File: src/rtl/ctrl_pipe_pkg.sv
// Shared constants and helpers for the control-word select pipeline.
package ctrl_pipe_pkg;

   // Default bubble counter width.
   localparam int DEF_CNT_W = 16;

   // Default bubble word is all zeros (a no-op control word).
   localparam logic DEF_BUBBLE_BIT = 1'b0;

   // Select index width: at least one bit, even for tiny source counts.
   function automatic int sel_w(input int n);
      return (n <= 2) ? 1 : $clog2(n);
   endfunction

endpackage

File: src/rtl/ctrl_pipe_stage.sv
// One pipeline register holding a control word plus its valid bit.
module ctrl_pipe_stage #(
   parameter int           W       = 11,
   parameter logic [W-1:0] RST_VAL = '0
) (
   input  logic         clk,
   input  logic         rst,
   input  logic         en,
   input  logic         flush,
   input  logic [W-1:0] d,
   output logic [W-1:0] q
);

   // Reset and flush both force the bubble; otherwise load when enabled.
   always_ff @(posedge clk) begin
      if (rst || flush) q <= RST_VAL;
      else if (en)      q <= d;
   end

endmodule

File: src/rtl/ctrl_sel_pipe.sv
// Control-word select mux feeding a DEPTH-stage registered pipeline with
// stall, flush-to-bubble, bad-select detection and a bubble counter.
module ctrl_sel_pipe
   import ctrl_pipe_pkg::*;
#(
   parameter int               WIDTH  = 10,
   parameter int               NSRC   = 2,
   parameter int               DEPTH  = 1,
   parameter logic [WIDTH-1:0] BUBBLE = {WIDTH{DEF_BUBBLE_BIT}},
   parameter int               CNT_W  = DEF_CNT_W,
   localparam int              SEL_W  = sel_w(NSRC)
) (
   input  logic                  clk,
   input  logic                  rst,
   input  logic [NSRC*WIDTH-1:0] src,
   input  logic [SEL_W-1:0]      sel,
   input  logic                  valid_in,
   input  logic                  stall,
   input  logic                  flush,
   output logic [WIDTH-1:0]      ctrl_out,
   output logic                  valid_out,
   output logic                  sel_err,
   output logic [CNT_W-1:0]      bubble_cnt
);

   logic [WIDTH-1:0] pick;
   logic             in_range;
   logic             accept;
   logic             bad;
   logic [WIDTH:0]   stq [DEPTH+1];

   // Decode the select; anything past NSRC-1 is out of range and yields BUBBLE.
   always_comb begin
      pick     = BUBBLE;
      in_range = 1'b0;
      for (int k = 0; k < NSRC; k++) begin
         if (sel == SEL_W'(k)) begin
            pick     = src[k*WIDTH +: WIDTH];
            in_range = 1'b1;
         end
      end
   end

   // A select only counts as accepted on a cycle the pipe actually loads.
   assign accept = valid_in & ~stall & ~flush;
   assign bad    = accept & ~in_range;

   // Stage-0 input: word in upper bits, valid in bit 0.
   assign stq[0] = {(valid_in ? pick : BUBBLE), valid_in & in_range};

   genvar g;
   generate
      for (g = 0; g < DEPTH; g++) begin : g_stage
         ctrl_pipe_stage #(
            .W       (WIDTH+1),
            .RST_VAL ({BUBBLE, 1'b0})
         ) u_stage (
            .clk   (clk),
            .rst   (rst),
            .en    (~stall),
            .flush (flush),
            .d     (stq[g]),
            .q     (stq[g+1])
         );
      end
   endgenerate

   assign ctrl_out  = stq[DEPTH][WIDTH:1];
   assign valid_out = stq[DEPTH][0];

   // Error pulse and saturating bubble count; flush and bad select share one increment.
   always_ff @(posedge clk) begin
      if (rst) begin
         sel_err    <= 1'b0;
         bubble_cnt <= '0;
      end else begin
         sel_err <= bad;
         if ((flush || bad) && (bubble_cnt != {CNT_W{1'b1}}))
            bubble_cnt <= bubble_cnt + CNT_W'(1);
      end
   end

endmodule

File: config.mk
export PLATFORM = sky130hd
export DESIGN_NAME = ctrl_sel_pipe
export DESIGN_NICKNAME = d
export VERILOG_FILES = /design/src/rtl/ctrl_pipe_pkg.sv /design/src/rtl/ctrl_pipe_stage.sv /design/src/rtl/ctrl_sel_pipe.sv
export SDC_FILE = /design/constraint.sdc
export NUM_CORES = 1
export LEC_CHECK = 0
export CAP_MARGIN = 20
export CORE_ASPECT_RATIO = 0.7
export CORE_MARGIN = 5
export CORE_UTILIZATION = 25
export DETAILED_ROUTE_END_ITERATION = 10
export GPL_TIMING_DRIVEN = 0
export HOLD_SLACK_MARGIN = 0.12
export PLACE_DENSITY = 0.57
export SETUP_SLACK_MARGIN = 0.02
export SYNTH_ARGS = -nofsm -noshare
export SYNTH_HDL_FRONTEND = slang
export SYNTH_SLANG_ARGS = --single-unit
File: constraint.sdc
create_clock -name clk -period 2.9 [get_ports clk]
set_clock_uncertainty 0.15 [all_clocks]
set_input_delay 0.29 -clock clk [delete_from_list [all_inputs] [get_ports clk]]
set_output_delay 0.29 -clock clk [all_outputs]
set_load 0.005 [all_outputs]
==> summary.md <==
| Metric | Value |
|---|---|
| CP cell instances | `ha_1 -> nand4_1 -> or4_1 -> a21oi_1` |
| Pre-antenna DRT Iters | `5` |
| Diode count | `0` |
| Die area | `0.00683 mm2` |
| Setup WS pre-CTS | `approximately 0.6 ns` |
| Initial antenna violation count | `0` |
| Die span in y | `between 70 and 80 um` |
| Vias in the first global route | `~1,100` |
| Maximum vdd ir drop | `roughly 200 uV` |
| Crit path capture type | `flop` |
| Worst Path Buf+Inv | `0` |
| Syn_area_per_cell | `about 9.2 um2` |
| Worst r2r src | `bubble_cnt[0]` |
| Clk_lat worst skew | `between 0.2 and 0.3 ns` |
| Worst Setup SP | `bubble_cnt[0]` |
| Max Cap Viol | `0` |
| Async SR Flop Fraction | `0%` |
| Crit path launch type | `flop` |
| Routed len/inst | `roughly 13 um` |
| CTS tree | `done` |
| CTS Buf Count | `3` |
| Final setup TNS | `0 ns` |
| Row cnt | `22` |
| H-tree Lvls | `1` |
| Delay-heaviest family, CP | `simple AND/OR/NAND/NOR gates` |
| Most frequent cells in the layout | `clkdlybuf4s50_1 (50), dfxtp_1 (27), nor2_1 (17)` |
| Mapped cell area | `roughly 0.0013 mm2` |
| Global route total overflow | `0` |
| Relative slew slack | `around 44%` |
| Hold Path Origin | `rst` |
| Crit path max-delay cell type | `or4_1` |
| Final WS setup | `around 0.8 ns` |
| Initial Utilization | `between 20 and 30%` |
| Post-CTS sizing | `0` |
| Vias post-DR | `roughly 1,200` |
| Leading cell type in the layout, fill and taps excluded | `clkdlybuf4s50_1` |
| Antenna viol nets, final | `0` |
| Total GRT Usage | `9.91%` |
| Slowest stage delay, CP | `0.61 ns` |
| Post-CTS Repair Setup Buffers | `0` |
| Unique masters post-synth | `31` |
| Static Leak | `0.660 nW` |
| Post-Syn Nets | `170` |
| CTS sink count | `27` |
| GP Congestion | `between 0.7 and 0.8` |
| DR iter-0 viols | `53` |
| P&R area growth vs syn | `48.4%` |
| Port buffer count | `50` |
| Vias/cell | `approximately 4.6` |
| Tmin final | `approximately 2.1 ns` |
| Width of the die | `~97 um` |
| Hpwl dp | `approximately 2.8 mm` |
| Crit path DAT | `~2.1 ns` |
| HP Class | `in2reg` |
| Clk slew on worst S/H paths | `approximately 0.09 ns` |
| Max Root-Sink Buffers | `2` |
| Slew Limit Fails | `0` |
| Hold buffer count at CTS | `0` |
| Worst setup path class | `reg2reg` |
| Final hold vios | `0` |
| Most used DFF post-synth | `dfxtp_1` |
| Post-synth EDFFs | `0` |
| Layout cells sized above 1 | `between 10% and 20%` |
| Crit path max fanout | `10` |
| Synthesis-stage register bit count | `27` |
| Gate Count Post-Synth | `about 140` |
| Fmax | `482 MHz` |
| Measured slew at the worst slew-check pin | `roughly 0.83 ns` |
| First-pass GRT wire length | `about 5.6 mm` |
| PD cells | `roughly 350 mW/mm2` |
| Setup violations, final | `0` |
| Io pins | `54` |
| Nets@finish | `roughly 230` |
| Tcrit/Tclk final | `71.6%` |
| Status | `finished, final reports clean` |
| # DRC | `0` |
| Register area share after synthesis | `around two fifths` |
| Worst EP required | `between 2 and 3 ns` |
| CORE AREA | `0.00517 mm2` |
| Pin count of the biggest net entering global routing | `16` |
| Yosys warning total | `0` |
| RSZ-0062 raised after global routing | `false` |
| CTS root buffer | `clkbuf_8` |
| Routed wire length | `3.52 mm` |
==> cells in the mapped netlist (4+ instances only) <==
cell / instances / area share [%]
nand2_1: 5 / 1.4
o31ai_1: 6 / 3.4
nand4_1: 4 / 1.9
a21oi_1: 13 / 4.9
a22oi_1: 10 / 5.7
clkbuf_1: 6 / 1.7
nor3_1: 4 / 1.5
nor2_1: 17 / 4.9
nand3_1: 5 / 1.9
or3_1: 4 / 1.9
mux2_2: 11 / 9.4
or4_1: 5 / 2.9
o21ai_0: 4 / 1.5
dfxtp_1: 27 / 41
==> layout make-up <==
cell class | count | area [um2]
Sequential cell | 27 | 541
Multi-Input combinational cell | 107 | 737
Fill cell | 568 | 3220
Timing Repair Buffer | 50 | 500
Buffer | 7 | 30.0
Clock buffer | 3 | 41.3
Clock inverter | 1 | 5.00
Tap cell | 72 | 90.1
Inverter | 2 | 7.51
==> logic make-up (layout without fill, tap and decap cells) <==
family,Yosys count,in the layout,share of synthesized area [%]
simple gates,56,56,24.7
compound gates,35,35,18.5
flops,27,27,41.1
mux,13,13,10.9
buf+inv,9,63,2.85
fa+ha+maj,1,1,0.951
other cells,1,1,0.285
xor+xnor,1,1,0.666
==> power breakdown <==
group	total, mW	switching, mW	internal, mW
sequential	0.383	0.00587	0.377
clock	0.216	0.120	0.0964
combinational	0.0927	0.0335	0.0591
==> flip-flops by register name, indices dropped and copies added, names as in the netlist <==
register / count
bubble_cnt: 16
g_stage.u_stage.q: 11
==> routing by layer <==
| layer | GRT usage [%] | vias up | share of wire, % |
|---|---|---|---|
| met2 | 15.9 | 28 | 46 |
| met3 | 2.56 | 4 | 3.3 |
| met1 | 13.2 | 562 | 49 |
| li1 | - | 648 | - |
| met5 | 0 | - | 0 |
| met4 | 2.80 | 0 | 1.1 |
==> path summary, 6_finish.rpt <==
path	to	slack, ns	depth (start not counted)
worst max register to register	bubble_cnt[10]	0.82	4
worst max-delay path	bubble_cnt[10]	0.82	4
worst min register to register	g_stage[0].u_stage.q[0]	0.34	2
worst min-delay path	bubble_cnt[3]	0.25	2
==> metrics by stage <==
step | area, um2 | util, % | total power, mW | hold WS [ns] | std cells
after floorplan | 1320 | - | 0.431 | 0.305 | 143
after CTS | 1950 | 37.7 | 0.699 | 0.250 | 269
final | 1950 | 37.7 | 0.691 | 0.245 | 269
after detailed placement | 1910 | 36.8 | 0.485 | 0.328 | 265
after global placement | 1910 | 36.8 | 0.485 | 0.322 | 265
after global routing | 1950 | 37.7 | 0.723 | 0.276 | 269
No activity file was read; power rests on OpenSTA's default activity.
